File: src/rtl/o_serdes_x3_train_tx_if.sv
// Handshake and serial-output bundle for o_serdes_x3_train_tx.
// underrun_cnt exists only when O_SERDES_TX_UNDERRUN_CNT_EN is defined.
`timescale 1ns/1ps
interface o_serdes_x3_train_tx_if #(
  parameter int WIDTH = 3
);
  // valid/ack: data_valid and data_i are held by the source until data_ack;
  // data_ack is combinational and high only on a slot boundary that takes the word.
  logic             enable_n;
  logic             train_req;
  logic [WIDTH-1:0] data_i;
  logic             data_valid;
  logic             data_ack;
  logic             data_o;
  logic             oe;
  logic             tx_ready;
  logic             underrun;
  logic [1:0]       dbg_state;
`ifdef O_SERDES_TX_UNDERRUN_CNT_EN
  logic [7:0]       underrun_cnt;

  modport master (
    output enable_n, train_req, data_i, data_valid,
    input  data_ack, data_o, oe, tx_ready, underrun, dbg_state, underrun_cnt
  );
  modport slave (
    input  enable_n, train_req, data_i, data_valid,
    output data_ack, data_o, oe, tx_ready, underrun, dbg_state, underrun_cnt
  );
`else
  modport master (
    output enable_n, train_req, data_i, data_valid,
    input  data_ack, data_o, oe, tx_ready, underrun, dbg_state
  );
  modport slave (
    input  enable_n, train_req, data_i, data_valid,
    output data_ack, data_o, oe, tx_ready, underrun, dbg_state
  );
`endif
endinterface

File: src/rtl/o_serdes_x3_train_tx.sv
// MSB-first serializer with training burst ahead of payload and underrun fill.
// Optional saturating underrun counter: define O_SERDES_TX_UNDERRUN_CNT_EN.
`timescale 1ns/1ps
module o_serdes_x3_train_tx #(
  parameter int               WIDTH         = 3,
  parameter logic [WIDTH-1:0] TRAIN_PATTERN = 3'b100,
  parameter int               TRAIN_WORDS   = 16,
  parameter logic [WIDTH-1:0] IDLE_WORD     = 3'b000
) (
  input logic                   clk,
  input logic                   reset,
  o_serdes_x3_train_tx_if.slave bus
);
  typedef enum logic [1:0] {ST_IDLE, ST_TRAIN, ST_RUN} state_e;

  localparam int              CW         = $clog2(WIDTH);
  localparam logic [CW-1:0]   CNT_LAST   = CW'(WIDTH - 1);
  localparam logic [7:0]      TRAIN_LAST = 8'(TRAIN_WORDS);

  state_e           state_q, state_d;
  logic [CW-1:0]    cnt_q, cnt_d;
  logic [WIDTH-1:0] shreg_q, shreg_d;
  logic [7:0]       wcnt_q, wcnt_d;
  logic             oe_q, oe_d;
  logic             tx_ready_q, tx_ready_d;
  logic             underrun_q, underrun_d;
  logic             data_ack;
  logic             boundary;
  logic             load_run;
  logic             go_idle;

  assign boundary = (cnt_q == CNT_LAST);

  always_ff @(posedge clk or posedge reset) begin
    if (reset) begin
      state_q    <= ST_IDLE;
      cnt_q      <= '0;
      shreg_q    <= '0;
      wcnt_q     <= '0;
      oe_q       <= 1'b0;
      tx_ready_q <= 1'b0;
      underrun_q <= 1'b0;
    end else begin
      state_q    <= state_d;
      cnt_q      <= cnt_d;
      shreg_q    <= shreg_d;
      wcnt_q     <= wcnt_d;
      oe_q       <= oe_d;
      tx_ready_q <= tx_ready_d;
      underrun_q <= underrun_d;
    end
  end

  always_comb begin
    state_d    = state_q;
    cnt_d      = boundary ? '0 : cnt_q + CW'(1);
    shreg_d    = {shreg_q[WIDTH-2:0], 1'b0};
    wcnt_d     = wcnt_q;
    oe_d       = oe_q;
    tx_ready_d = tx_ready_q;
    underrun_d = 1'b0;
    data_ack   = 1'b0;
    load_run   = 1'b0;
    go_idle    = 1'b0;

    unique case (state_q)
      ST_IDLE: begin
        cnt_d   = '0;
        shreg_d = '0;
        if (!bus.enable_n) begin
          state_d = ST_TRAIN;
          shreg_d = TRAIN_PATTERN;
          wcnt_d  = 8'd1;
          oe_d    = 1'b1;
        end
      end
      ST_TRAIN: begin
        if (bus.enable_n) begin
          go_idle = 1'b1;
        end else if (boundary) begin
          if (wcnt_q == TRAIN_LAST) begin
            load_run   = 1'b1;
            state_d    = ST_RUN;
            tx_ready_d = 1'b1;
          end else begin
            shreg_d = TRAIN_PATTERN;
            wcnt_d  = wcnt_q + 8'd1;
          end
        end
      end
      ST_RUN: begin
        if (bus.enable_n) begin
          go_idle = 1'b1;
        end else if (boundary) begin
          // Retrain wins over pending payload; the word stays with the source.
          if (bus.train_req) begin
            shreg_d    = TRAIN_PATTERN;
            wcnt_d     = 8'd1;
            tx_ready_d = 1'b0;
            state_d    = ST_TRAIN;
          end else begin
            load_run = 1'b1;
          end
        end
      end
      default: state_d = ST_IDLE;
    endcase

    if (go_idle) begin
      state_d    = ST_IDLE;
      shreg_d    = '0;
      cnt_d      = '0;
      oe_d       = 1'b0;
      tx_ready_d = 1'b0;
    end

    if (load_run) begin
      if (bus.data_valid) begin
        data_ack = 1'b1;
        shreg_d  = bus.data_i;
      end else begin
        shreg_d    = IDLE_WORD;
        underrun_d = 1'b1;
      end
    end
  end

`ifdef O_SERDES_TX_UNDERRUN_CNT_EN
  logic [7:0] ucnt_q, ucnt_d;

  always_comb begin
    ucnt_d = ucnt_q;
    if (state_d == ST_TRAIN && state_q != ST_TRAIN) begin
      ucnt_d = '0;
    end else if (underrun_q && ucnt_q != 8'hFF) begin
      ucnt_d = ucnt_q + 8'd1;
    end
  end

  always_ff @(posedge clk or posedge reset) begin
    if (reset) ucnt_q <= '0;
    else       ucnt_q <= ucnt_d;
  end

  assign bus.underrun_cnt = ucnt_q;
`endif

  assign bus.data_o    = shreg_q[WIDTH-1];
  assign bus.data_ack  = data_ack;
  assign bus.oe        = oe_q;
  assign bus.tx_ready  = tx_ready_q;
  assign bus.underrun  = underrun_q;
  assign bus.dbg_state = state_q;
endmodule
File: src/flat_wrapper.sv
// flat-port wrapper written by rule: the top's interface ports become plain ports
module o_serdes_x3_train_tx_flat 
#(
  parameter int               WIDTH         = 3,
  parameter logic [WIDTH-1:0] TRAIN_PATTERN = 3'b100,
  parameter int               TRAIN_WORDS   = 16,
  parameter logic [WIDTH-1:0] IDLE_WORD     = 3'b000
)
  (clk, reset, bus_enable_n, bus_train_req, bus_data_i, bus_data_valid, bus_data_ack, bus_data_o, bus_oe, bus_tx_ready, bus_underrun, bus_dbg_state);
  o_serdes_x3_train_tx_if #(.WIDTH(WIDTH)) bus_i ();
  input logic clk;
  input logic reset;
  input wire logic [$bits(bus_i.enable_n)-1:0] bus_enable_n;
  input wire logic [$bits(bus_i.train_req)-1:0] bus_train_req;
  input wire logic [$bits(bus_i.data_i)-1:0] bus_data_i;
  input wire logic [$bits(bus_i.data_valid)-1:0] bus_data_valid;
  output wire logic [$bits(bus_i.data_ack)-1:0] bus_data_ack;
  output wire logic [$bits(bus_i.data_o)-1:0] bus_data_o;
  output wire logic [$bits(bus_i.oe)-1:0] bus_oe;
  output wire logic [$bits(bus_i.tx_ready)-1:0] bus_tx_ready;
  output wire logic [$bits(bus_i.underrun)-1:0] bus_underrun;
  output wire logic [$bits(bus_i.dbg_state)-1:0] bus_dbg_state;
  assign bus_i.enable_n = bus_enable_n;
  assign bus_i.train_req = bus_train_req;
  assign bus_i.data_i = bus_data_i;
  assign bus_i.data_valid = bus_data_valid;
  assign bus_data_ack = bus_i.data_ack;
  assign bus_data_o = bus_i.data_o;
  assign bus_oe = bus_i.oe;
  assign bus_tx_ready = bus_i.tx_ready;
  assign bus_underrun = bus_i.underrun;
  assign bus_dbg_state = bus_i.dbg_state;
  o_serdes_x3_train_tx #(.WIDTH(WIDTH), .TRAIN_PATTERN(TRAIN_PATTERN), .TRAIN_WORDS(TRAIN_WORDS), .IDLE_WORD(IDLE_WORD)) u_core (.clk(clk), .reset(reset), .bus(bus_i));
endmodule
File: config.mk
export PLATFORM = sky130hd
export DESIGN_NAME = o_serdes_x3_train_tx_flat
export DESIGN_NICKNAME = d
export VERILOG_FILES = /design/src/rtl/o_serdes_x3_train_tx_if.sv /design/src/rtl/o_serdes_x3_train_tx.sv /design/src/flat_wrapper.sv
export SDC_FILE = /design/constraint.sdc
export NUM_CORES = 1
export LEC_CHECK = 0
export BUFFER_PORTS_ARGS = -buffer_cell sky130_fd_sc_hd__buf_2
export CAP_MARGIN = 10
export CORE_MARGIN = 1
export CORE_UTILIZATION = 35
export CTS_BUF_LIST = sky130_fd_sc_hd__clkbuf_8
export DETAILED_ROUTE_END_ITERATION = 8
export PLACE_DENSITY_LB_ADDON = 0.1
export SKIP_CTS_REPAIR_TIMING = 1
export SYNTH_ARGS = -nofsm -noshare
export SYNTH_HDL_FRONTEND = slang
export SYNTH_SLANG_ARGS = --single-unit
File: constraint.sdc
create_clock -name clk -period 3.1 [get_ports clk]
set_input_delay 0.31 -clock clk [delete_from_list [all_inputs] [get_ports clk]]
set_output_delay 0.31 -clock clk [all_outputs]
set_load 0.03 [all_outputs]
==> flow_summary.toml <==
[grt]
met1_usage_pct = 26.64
gr-max-usage-layer = "met1"
grt_use_total_pct = 17.88
grt_pass1_wl_um = 4629
grt_max_degree = 19
grt_util_met2_pct = 25.24
antenna_found_initial = 0
use_met3_pct = 2.597
gr-total-overflow = 0
grt_pass1_vias = 960

[clocking]
cts-htree-levels = 1
clkSinkCount = 18
clkTransAtPathRegs_ns = 0.07
cts_tree = "done"
cts_buffer_depth = 2
cts_buffers = 3
clk_latency_ns = 0.26
clockRootBuffer = "clkbuf_8"

[synth]
syn-mean-instance-area_sq_um = 9.189
syn-num-nets = 142
yosysUniqueCellTypes = 40
netlist_area_sq_um = 1176
syn_inst = 128
ys_seq_elements = 18
synth_top_area_cell = "dfrtp_1"
yosysMostFrequentCell = "dfrtp_1"
synth_edf_count = 0
synth_top_area_share_pct = 38.30
yosysWarnings = 0
async_flop_share_pct = 100.0
synth_common_cells = "dfrtp_1, inv_1, nand2_1"
synth_ff_type = "dfrtp_1"
synth_area_leaders = "dfrtp_1, ha_1, a32o_1, nand3_1, inv_1"
yosysSeqAreaShare_pct = 38.30

[route]
first_pass_iters = 4
route.vias.total = 1036
postRouteAntennaNets = 0
routed_via_density = 5.511
route.detailed.drc = 0
drt_wl_total_um = 2699
drtIter0Drc = 75
routedWlPerCell_um = 14.36

[sta]
setup_ws_ns = 0.6822
min_period_ns = 2.418
skew_ns = 0.001468
setup_viol = 0
drv_slew = 0
fin_crit_sh_pct = 77.99
max_freq_mhz = 413.6
fin_tns_setup_ns = 0
rsz0062_at_grt = "false"
worstMarginPinSlew_ns = 0.7036
slew_headroom_pct = 53.09
finalHoldViolCount = 0

[power]
power.leakage_uw = 0.0005799
ir_drop_mv = 0.2918
power.density_nw_per_um2 = 920.6

[place]
gp_congestion = 0.8087
pre_cts_ws_ns = 0.9738
numPortBuffers = 14
dp_hpwl_um = 1973

[floorplanning]
coreArea_sq_um = 3128
die_w_um = 59.97
io_pins = 15
rows = 20
fp.dieArea_sq_um = 3596
start_util_pct = 37.60
dieHeight_um = 59.97

[critical_path]
worstSetupEndpointType = "output pin"
cp.arrival_ns = 2.11
cpPeakStageDelay_ns = 0.48
reg2reg_to = "u_core.wcnt_q[2]"
required_ns = 2.79
cp_cell_sequence = "inv_1, ha_1, or4b_4, o32ai_4, and3_1, buf_2"
r2r_setup_slack_ns = 0.99
worst_path_dominant_cell_family = "simple AND/OR/NAND/NOR gates"
ff2ff_path_depth = 6
cp-start-kind = "register"
critical_path.slowest_cell = "or4b_4"
cp_num_buf_inv = 2
crit_type = "register to output pin"
cp_max_fo = 4
r2r_start = "u_core.bus.dbg_state[1]"

[final_layout]
diodes = 0
area_delta_synth_final_pct = 14.89
drive_gt1_share_pct = 18.06
layout.nets = 159

[flow_run]
drv_cap = 0

[min_path]
hold_class = "primary input to asynchronous set/reset pin"

[run_status]
outcome = "completed"
worst reg2reg max path, stage by stage, from the launching register on:
cell and delay (ns):
dfrtp_1 0.42, inv_1 0.10, ha_1 0.22, nand2b_1 0.16
a221oi_2 0.62, nand3_1 0.24, o31ai_1 0.27
layout by cell type (no fill, tap or decap), drive strengths merged, types with 2 or more instances in the layout:
cell type,synthesis,final
a21oi,3,3
a221oi,2,2
a2bb2oi,2,2
a31o,2,2
a32o,6,6
and2,4,4
and3,2,2
buf,1,15
clkbuf,2,4
dfrtp,18,18
ha,6,6
inv,13,13
nand2,12,12
nand2b,3,3
nand3,11,11
nand4,2,2
nor2,4,4
nor3,3,3
nor3b,2,2
o211ai,5,5
o21ai,8,8
o31ai,2,2
flip-flops by register name, indices dropped and copies added (netlist names):
| register | flops |
|---|---|
| u_core.cnt_q | 2 |
| u_core.bus.oe | 1 |
| u_core.bus.tx_ready | 1 |
| u_core.bus.dbg_state | 2 |
| u_core.shreg_q | 3 |
| u_core.wcnt_q | 8 |
| u_core.bus.underrun | 1 |
per-layer routing:
metal | share of wire, % | vias up
met2 | 45 | 24
met3 | 3.1 | 5
met5 | 0 | -
li1 | - | 512
met4 | 1.9 | 0
met1 | 50 | 495
power by group:
part	leakage (uW)	internal (uW)	switching (uW)
combinational	0.000314	255	436
clock	0.0000288	113	85.8
sequential	0.000237	294	60.0
worst max path at each step:
| stage | from | to | slack (ns) | cells after the start |
|---|---|---|---|---|
| after floorplan | u_core.bus.dbg_state[1] | u_core.wcnt_q[2] | 1.01 | 7 |
| after global placement | u_core.bus.dbg_state[1] | u_core.wcnt_q[2] | 0.99 | 6 |
| after detailed placement | u_core.wcnt_q[0] | bus_data_ack | 0.97 | 6 |
| after CTS | u_core.wcnt_q[0] | bus_data_ack | 0.68 | 6 |
| after global routing | u_core.wcnt_q[0] | bus_data_ack | 0.58 | 6 |
| final | u_core.wcnt_q[0] | bus_data_ack | 0.68 | 6 |
cells by family (layout without fill, tap and decap cells):
group,after synthesis,count (layout),share of synthesized area (%)
AO/OA/AOI/OAI,38,38,26.49
adder cells (fa/ha/maj),6,6,6.383
buffers and inverters,16,32,5.213
flip-flops,18,18,38.30
AND/OR/NAND/NOR,50,50,23.62
cell type report:
cell class                 count  area (sq um)
clock buffer                   4         55.05
tap                           44         55.05
timing repair buffer          15         77.57
sequential                    18         450.4
multi-input combinational     94         664.4
inverter                      13         48.80
fill                         322          1777
stage by stage:
step | area, sq um | cells | hold WS [ns] | total power [uW] | util [%]
final | 1351 | 188 | 0.1422 | 1244 | 43.20
after global routing | 1351 | 188 | 0.2238 | 1350 | 43.20
after CTS | 1351 | 188 | 0.1787 | 1248 | 43.20
after detailed placement | 1296 | 184 | 0.4711 | 1044 | 41.44
after global placement | 1296 | 184 | 0.4665 | 1034 | 41.44
after floorplan | 1176 | 128 | 0.2486 | 871.7 | -
Note: power is estimated with default switching activity, not from simulation.
